File: config.mk
export PLATFORM = sky130hd
export DESIGN_NAME = prg_save
export DESIGN_NICKNAME = d
export VERILOG_FILES = /design/src/rtl/prg_save.sv
export SDC_FILE = /design/constraint.sdc
export NUM_CORES = 1
export LEC_CHECK = 0
export ABC_AREA = 1
export CAP_MARGIN = 25
export CORE_ASPECT_RATIO = 0.7
export CORE_UTILIZATION = 57
export CTS_CLUSTER_SIZE = 12
export DETAILED_ROUTE_END_ITERATION = 12
export PLACE_DENSITY_LB_ADDON = 0.08
export SLEW_MARGIN = 10
export SYNTH_ARGS = -nofsm -noshare
export SYNTH_HDL_FRONTEND = slang
export SYNTH_SLANG_ARGS = --single-unit
File: constraint.sdc
create_clock -name clk -period 5.22 [get_ports clk]
set_input_delay 1.566 -clock clk [delete_from_list [all_inputs] [get_ports clk]]
set_output_delay 1.566 -clock clk [all_outputs]
set_load 0.02 [all_outputs]
File: src/rtl/prg_save.sv
// PRG upload engine: serves a 2-byte load-address header, then PET RAM bytes fetched over DMA.
// Optional PRG_SAVE_BOUNDS_EN: RAM addresses beyond 2^RAM_AW read as 0xFF instead of wrapping.
module prg_save #(
  parameter int RAM_AW = 14
) (
  input  logic              clk,
  input  logic              reset,
  input  logic [15:0]       start_addr,
  input  logic [15:0]       end_addr,
  input  logic              ioctl_upload,
  input  logic              ioctl_rd,
  input  logic [24:0]       ioctl_addr,
  output logic [7:0]        ioctl_din,
  output logic              ioctl_wait,
  output logic [16:0]       upload_size,
  output logic [RAM_AW-1:0] dma_addr,
  output logic              dma_rd,
  input  logic              dma_ack,
  input  logic [7:0]        dma_dout
);

  typedef enum logic [1:0] {IDLE, ACTIVE, FETCH, LATCH} state_t;

  state_t              state_q;
  logic [15:0]         start_q;
  logic [16:0]         size_q;
  logic [7:0]          din_q;
  logic                wait_q;
  logic                dma_rd_q;
  logic [RAM_AW-1:0]   dma_addr_q;

  logic [16:0]         size_d;
  logic [RAM_AW-1:0]   dma_addr_d;
  logic                hdr0_s;
  logic                hdr1_s;
  logic                in_range_s;
  logic                oob_s;
  logic                fetch_req_s;

`ifdef PRG_SAVE_BOUNDS_EN
  logic [15:0]         ram_addr_s;
  assign ram_addr_s = start_q + ioctl_addr[15:0] - 16'd2;
  assign oob_s      = (32'(ram_addr_s) >> RAM_AW) != 32'd0;
  assign dma_addr_d = RAM_AW'(ram_addr_s);
`else
  assign dma_addr_d = RAM_AW'(start_q + ioctl_addr[15:0] - 16'd2);
  assign oob_s      = 1'b0;
`endif

  // File length: header plus the [start, end) byte range, header only when empty.
  assign size_d = (end_addr > start_addr) ?
                  ({1'b0, end_addr} - {1'b0, start_addr} + 17'd2) : 17'd2;

  assign hdr0_s      = (ioctl_addr == 25'd0);
  assign hdr1_s      = (ioctl_addr == 25'd1);
  assign in_range_s  = (ioctl_addr < {8'd0, size_q});
  assign fetch_req_s = (state_q == ACTIVE) && ioctl_upload && ioctl_rd &&
                       !hdr0_s && !hdr1_s && in_range_s && !oob_s;

  // The HPS must see the stall in the same cycle as the strobe that needs DMA.
  assign ioctl_wait  = wait_q | fetch_req_s;
  assign ioctl_din   = din_q;
  assign upload_size = size_q;
  assign dma_addr    = dma_addr_q;
  assign dma_rd      = dma_rd_q;

  always_ff @(posedge clk) begin
    if (reset) begin
      state_q    <= IDLE;
      start_q    <= 16'd0;
      size_q     <= 17'd0;
      din_q      <= 8'd0;
      wait_q     <= 1'b0;
      dma_rd_q   <= 1'b0;
      dma_addr_q <= '0;
    end else begin
      case (state_q)
        IDLE: begin
          if (ioctl_upload) begin
            state_q <= ACTIVE;
            start_q <= start_addr;
            size_q  <= size_d;
          end
        end
        ACTIVE: begin
          if (!ioctl_upload) begin
            state_q <= IDLE;
          end else if (ioctl_rd) begin
            if (hdr0_s) begin
              din_q <= start_q[7:0];
            end else if (hdr1_s) begin
              din_q <= start_q[15:8];
            end else if (!in_range_s) begin
              din_q <= 8'h00;
            end else if (oob_s) begin
              din_q <= 8'hFF;
            end else begin
              state_q    <= FETCH;
              wait_q     <= 1'b1;
              dma_rd_q   <= 1'b1;
              dma_addr_q <= dma_addr_d;
            end
          end
        end
        FETCH: begin
          if (!ioctl_upload) begin
            state_q  <= IDLE;
            wait_q   <= 1'b0;
            dma_rd_q <= 1'b0;
          end else if (dma_ack) begin
            state_q  <= LATCH;
            dma_rd_q <= 1'b0;
          end
        end
        LATCH: begin
          // RAM data is valid on dma_dout the cycle after the grant.
          wait_q <= 1'b0;
          if (!ioctl_upload) begin
            state_q <= IDLE;
          end else begin
            state_q <= ACTIVE;
            din_q   <= dma_dout;
          end
        end
        default: begin
          state_q  <= IDLE;
          wait_q   <= 1'b0;
          dma_rd_q <= 1'b0;
        end
      endcase
    end
  end

endmodule

==> out/results.ini, run 1 <==
[outcome]
status = complete, no violations

[route]
detail-route-antenna-nets = 0
num_vias = 5760
drc_errors = 0
initialDrtViolationCount = 473
firstDrtPassIters = 6
drt-total-wl_um = 15900
vias_per_cell = 5.40
wl_per_cell_um = 14.9

[power_and_ir_drop]
power_density_nw_per_um2 = 273
total_power_uw = 1910
ir_worst_vdd_v = 0.000186
p_leak_uw = 0.00331

[global_route]
grt_overflow = 0
antenna_found_initial = 0
grt_pass1_vias = 5547
grt_max_degree = 45
grt_pass1_wl_um = 26000
grtUsageTotal = 0.334

[place]
gp_congestion = 0.957
dp_hpwl_um = 12600
port-buffer-count = 110
placed_cell_area_sq_um = 6680
dp_cells = 1051

[timing]
worstMarginPinSlew_ns = 0.714
rsz0062_at_grt = no
timing.final.crit_share = 0.955
holdWs_ns = 0.457
fin_worst_skew_ns = 0.00654
maxSlewHeadroom = 0.521
slew_violations = 0
fin_crit_ns = 4.99
hold_viol_final = 0
setup_viol = 0
max_clock_freq_mhz = 201

[synth]
syn_inst = 816
yosysUniqueCellTypes = 40
synthFlopType = dfxtp_1
ys_seq_elements = 59
synth_top_area_cell = dfxtp_1
yosysMostFrequentCell = nand2_1
yosysTopAreaCellShare = 0.219
synth_area_leaders = dfxtp_1, ha_1, nand2_1, inv_1, a21oi_1
async_reset_ff_frac = 0
netlist_top_cells_count = nand2_1, inv_1, ha_1
synth-seq-area-share = 0.219
synth_area_per_cell_sq_um = 6.62
syn_area_sq_um = 5400
synth_nets = 969
synth_edf_count = 0
synth.yosys.warnings = 0

[clocking]
root_buffer = clkbuf_16
cts_made_buffers = 9
cts_sinks = 59
htreeDepth = 3
cts_tree = done
worstSkewPairLatency_ns = 0.34
ctsLongestPathBuffers = 2
clk_pin_slew_ns = 0.05

[die]
io_pins = 111
design.core.area_sq_um = 9140
start_util = 0.591
die_h_um = 83.4
num_rows = 29
die-area_sq_um = 9880
die_width_um = 118

[finish]
diodes = 0
drive_gt1_frac = 0.0764
fin_cells = 1067
final_nets = 1091
synthToLayoutAreaGrowth_pct = 29.7
final_area_sq_um = 7010

[worst_hold_path]
holdPathStages = 2
whs_endpoint = dma_rd
min-delay-start = dma_rd
hp-class = register to register

[setup_path]
ff2ff_path_depth = 12
rrSetupSlack_ns = 2.87
timing.rr.end = dma_addr[12]
endpoint_kind = primary output
arrival_ns = 3.42
r2r_start = upload_size[16]
critPathLaunchType = primary input
critPathRequiredTime_ns = 3.65
criticalPathCategory = primary input to primary output
crit_fanout = 2

[flow_run]
maxCapViolCount = 0

state kept, by name, indices dropped and copies added (netlist names):
register,count
dma_addr,14
state_q,2
wait_q,1
ioctl_din,8
start_q,16
dma_rd,1
upload_size,17
layer usage:
| layer | vias to the layer above | GRT usage | routed length, um |
|---|---|---|---|
| met5 | - | 0 | 0 |
| met4 | 0 | 0.0979 | 272 |
| met3 | 30 | 0.0735 | 1470 |
| met2 | 289 | 0.529 | 6910 |
| met1 | 2620 | 0.454 | 7280 |
| li1 | 2821 | - | - |
cell type report:
cell class,instances,area [sq um]
repair buffers,126,1220
multi-input cells,585,3530
clock inverters,4,72.6
inverters,157,592
fillers,686,2140
clock buffers,12,256
flip-flops and latches,59,1180
well taps,124,155
critical path, cell delays in order:
cell and delay, ns:
clkdlybuf4s50_1 0.48, ha_1 0.35, a21o_1 0.18, nor2_1 0.16
nand2_1 0.12, nor2_4 0.12, nand4_4 0.11, o21bai_1 0.15
clkbuf_2 0.19
repair_timing:
item / CTS / global route
setup endpoints to repair: 1 / 1
gates cloned: 0 / 0
gates resized for setup: 1 / 2
hold buffers: 0 / 0
buffers inserted: 0 / 0
worst max path at each step:
stage,start,to,slack (ns),cells past startpoint
4_1_cts,ioctl_addr[8],ioctl_wait,0.09,9
6_report,ioctl_addr[16],ioctl_wait,0.23,9
3_3_place_gp,ioctl_addr[8],ioctl_wait,-0.14,9
5_1_grt,ioctl_addr[2],ioctl_wait,0.10,12
3_5_place_dp,ioctl_addr[8],ioctl_wait,-0.17,9
2_1_floorplan,ioctl_addr[8],ioctl_wait,0.84,7
power breakdown:
group          internal, uW  switching [uW]
clock                   443             213
combinational           296             437
sequential              491            33.2
total                  1230             683
cells by family after synthesis:
| group | Yosys count | synth area share |
|---|---|---|
| simple gates | 361 | 0.290 |
| compound gates | 129 | 0.139 |
| fa+ha+maj | 83 | 0.206 |
| xor+xnor | 12 | 0.0195 |
| flops | 59 | 0.219 |
| buf+inv | 172 | 0.127 |
cells in the final DEF (no fill, tap or decap), types with 13 or more instances in the layout:
master	n
a21oi_1	64
buf_4	16
clkdlybuf4s50_1	109
dfxtp_1	59
ha_1	73
inv_1	154
nand2_1	202
nand2_2	13
nand3_1	44
nor2_1	72
o21ai_0	32
metrics by stage:
| step | util | setup TNS, ns | setup slack [ns] |
|---|---|---|---|
| floorplan | - | 0 | 0.838 |
| global placement | 0.731 | -0.141 | -0.141 |
| detailed placement | 0.731 | -0.175 | -0.175 |
| CTS | 0.767 | 0 | 0.0947 |
| global route | 0.766 | 0 | 0.105 |
| finish | 0.766 | 0 | 0.234 |
No activity file was read; power rests on OpenSTA's default activity.
==> run 2: changes to the inputs <==
- CORE_UTILIZATION: 57 -> 58
- CTS_BUF_LIST: default -> sky130_fd_sc_hd__clkbuf_4 sky130_fd_sc_hd__clkbuf_8
- SLEW_MARGIN: 10 -> 0
==> run 2 against run 1 <==
Clock power is 40% lower. Hold slack worse by 0.0056 ns. Flip-flop and latch count stayed put. Sequential power hardly changed. Critical path type unchanged. Highest routed layer unchanged.
==> out/results.ini, run 2 (synthesis results as in run 1) <==
[outcome]
status = complete, no violations

[global_route]
grt_pass1_wl_um = 24700  ; -5.3%
grt_pass1_vias = 5155  ; -7.1%
antenna_found_initial = 0  ; unchanged
grt_max_degree = 45  ; unchanged
grtUsageTotal = 0.326  ; -0.00810
grt_overflow = 0  ; unchanged

[route]
drc_errors = 0  ; unchanged
drt-total-wl_um = 15700  ; -1.7%
num_vias = 5640  ; -2.1%
vias_per_cell = 5.27  ; -2.4%
wl_per_cell_um = 14.6  ; -2.0%
firstDrtPassIters = 4  ; -2
detail-route-antenna-nets = 0  ; unchanged
initialDrtViolationCount = 464  ; -1.9%

[finish]
synthToLayoutAreaGrowth_pct = 27.5
diodes = 0  ; unchanged
layout_common_cells = nand2_1, inv_1, clkdlybuf4s50_1
largest_reg_flops = 17  ; unchanged
fin_cells = 1070  ; +0.28%
drive_gt1_frac = 0.0803  ; +0.00399
final_area_sq_um = 6890  ; -1.7%
final_nets = 1094  ; +0.27%
final_common_cell = nand2_1

[place]
placed_cell_area_sq_um = 6710  ; +0.34%
port-buffer-count = 110  ; unchanged
dp_hpwl_um = 12800  ; +1.6%
dp_cells = 1054  ; +0.29%
gp_congestion = 1.08  ; +12%

[die]
io_pins = 111  ; unchanged
die_h_um = 82.7  ; -0.84%
die_width_um = 117  ; -0.85%
num_rows = 29  ; unchanged
start_util = 0.598  ; +0.00712
design.core.area_sq_um = 9030  ; -1.2%
die-area_sq_um = 9710  ; -1.7%

[clocking]
cts_made_buffers = 9  ; unchanged
cts_sinks = 59  ; unchanged
post_cts_buffers = 0  ; unchanged
ctsLongestPathBuffers = 2  ; unchanged
htreeDepth = 3  ; unchanged
clk_pin_slew_ns = 0.06  ; about the same
worstSkewPairLatency_ns = 0.35  ; about the same
hold_buffers = 0  ; unchanged
cts_tree = done
root_buffer = clkbuf_8

[setup_path]
endpoint_kind = primary output
critPathLaunchType = primary input
arrival_ns = 3.48  ; +0.06 ns
critPathRequiredTime_ns = 3.65  ; about the same
crit_fanout = 3  ; +1
criticalPathCategory = primary input to primary output

[worst_hold_path]
hp-class = register to register

[timing]
fin_crit_ns = 5.04  ; +0.0568 ns
slew_violations = 0  ; unchanged
rsz0062_at_grt = no
timing.final.crit_share = 0.966  ; +0.0109
worstMarginPinSlew_ns = 0.743  ; +0.0297 ns
fin_worst_skew_ns = 0.00559  ; -0.000951 ns
holdWs_ns = 0.452  ; -0.00559 ns
setup_viol = 0  ; unchanged
max_clock_freq_mhz = 198  ; -1.1%
maxSlewHeadroom = 0.501  ; -0.0199
hold_viol_final = 0  ; unchanged
fin_tns_setup_ns = 0  ; unchanged

[power_and_ir_drop]
ir_worst_vdd_v = 0.000266  ; +43%
power_density_nw_per_um2 = 240  ; -12%
total_power_uw = 1650  ; -14%
p_leak_uw = 0.00327  ; -1.3%

[flow_run]
maxCapViolCount = 0  ; unchanged

run 2: changes by cell type in the layout (fill, tap and decap cells not counted), sizes merged:
cell / change
clkinv: +1
bufinv: -2
buf: +3
clkinvlp: -1
clkbuf: +2
run 2: routing by layer:
metal | vias to the layer above | share of wire | wire, um | global-route usage
met5 | - | 0 | 0 | 0
met4 | 0 | 0.019 | 292 | 0.112
met3 | 27 | 0.077 | 1200 | 0.0632
met2 | 238 | 0.43 | 6810 | 0.527
met1 | 2550 | 0.47 | 7360 | 0.439
li1 | 2825 | - | - | -
run 2: path summary, 6_finish.rpt:
| check | startpoint | endpoint | slack (ns) | cells after the start |
|---|---|---|---|---|
| worst min register to register | dma_rd | dma_rd | 0.45 | 2 |
| worst min-delay path | dma_rd | dma_rd | 0.45 | 2 |
| worst max register to register | start_q[1] | dma_addr[13] | 2.76 | 14 |
| worst max-delay path | ioctl_addr[8] | ioctl_wait | 0.18 | 9 |
run 2: report_power, final:
group | total, uW | leakage, uW | internal [uW] | switching, uW
clock | 393 | 0.000101 | 213 | 180
sequential | 524 | 0.000481 | 490 | 34.3
combinational | 734 | 0.00269 | 296 | 438
run 2: area by class of cell:
| class | instances | area (sq um) |
|---|---|---|
| clock inverters | 2 | 10.0 |
| fillers | 662 | 2150 |
| clock buffers | 14 | 174 |
| inverters | 157 | 592 |
| repair buffers | 129 | 1240 |
| flip-flops and latches | 59 | 1180 |
| well taps | 124 | 155 |
| multi-input cells | 585 | 3530 |
run 2: repair_timing:
action	CTS	global route
cloned	0	0
hold endpoints to repair	0	0
endpoints found under the setup margin	1	1
gates resized for setup	1	2
run 2: per-stage QoR:
| stage | utilization | worst slack (ns) |
|---|---|---|
| final | 0.762 | 0.177 |
| after global routing | 0.762 | 0.0958 |
| after CTS | 0.762 | 0.0546 |
| after detailed placement | 0.742 | -0.210 |
| after global placement | 0.742 | -0.164 |
| after floorplan | - | 0.838 |
run 2: worst max-delay path: stages:
cell	delay [ns]
clkdlybuf4s50_1	0.45
ha_1	0.33
a21o_1	0.18
nor2_1	0.11
nand3_1	0.18
nand2_1	0.19
nand4_4	0.14
o21bai_1	0.15
clkbuf_2	0.18
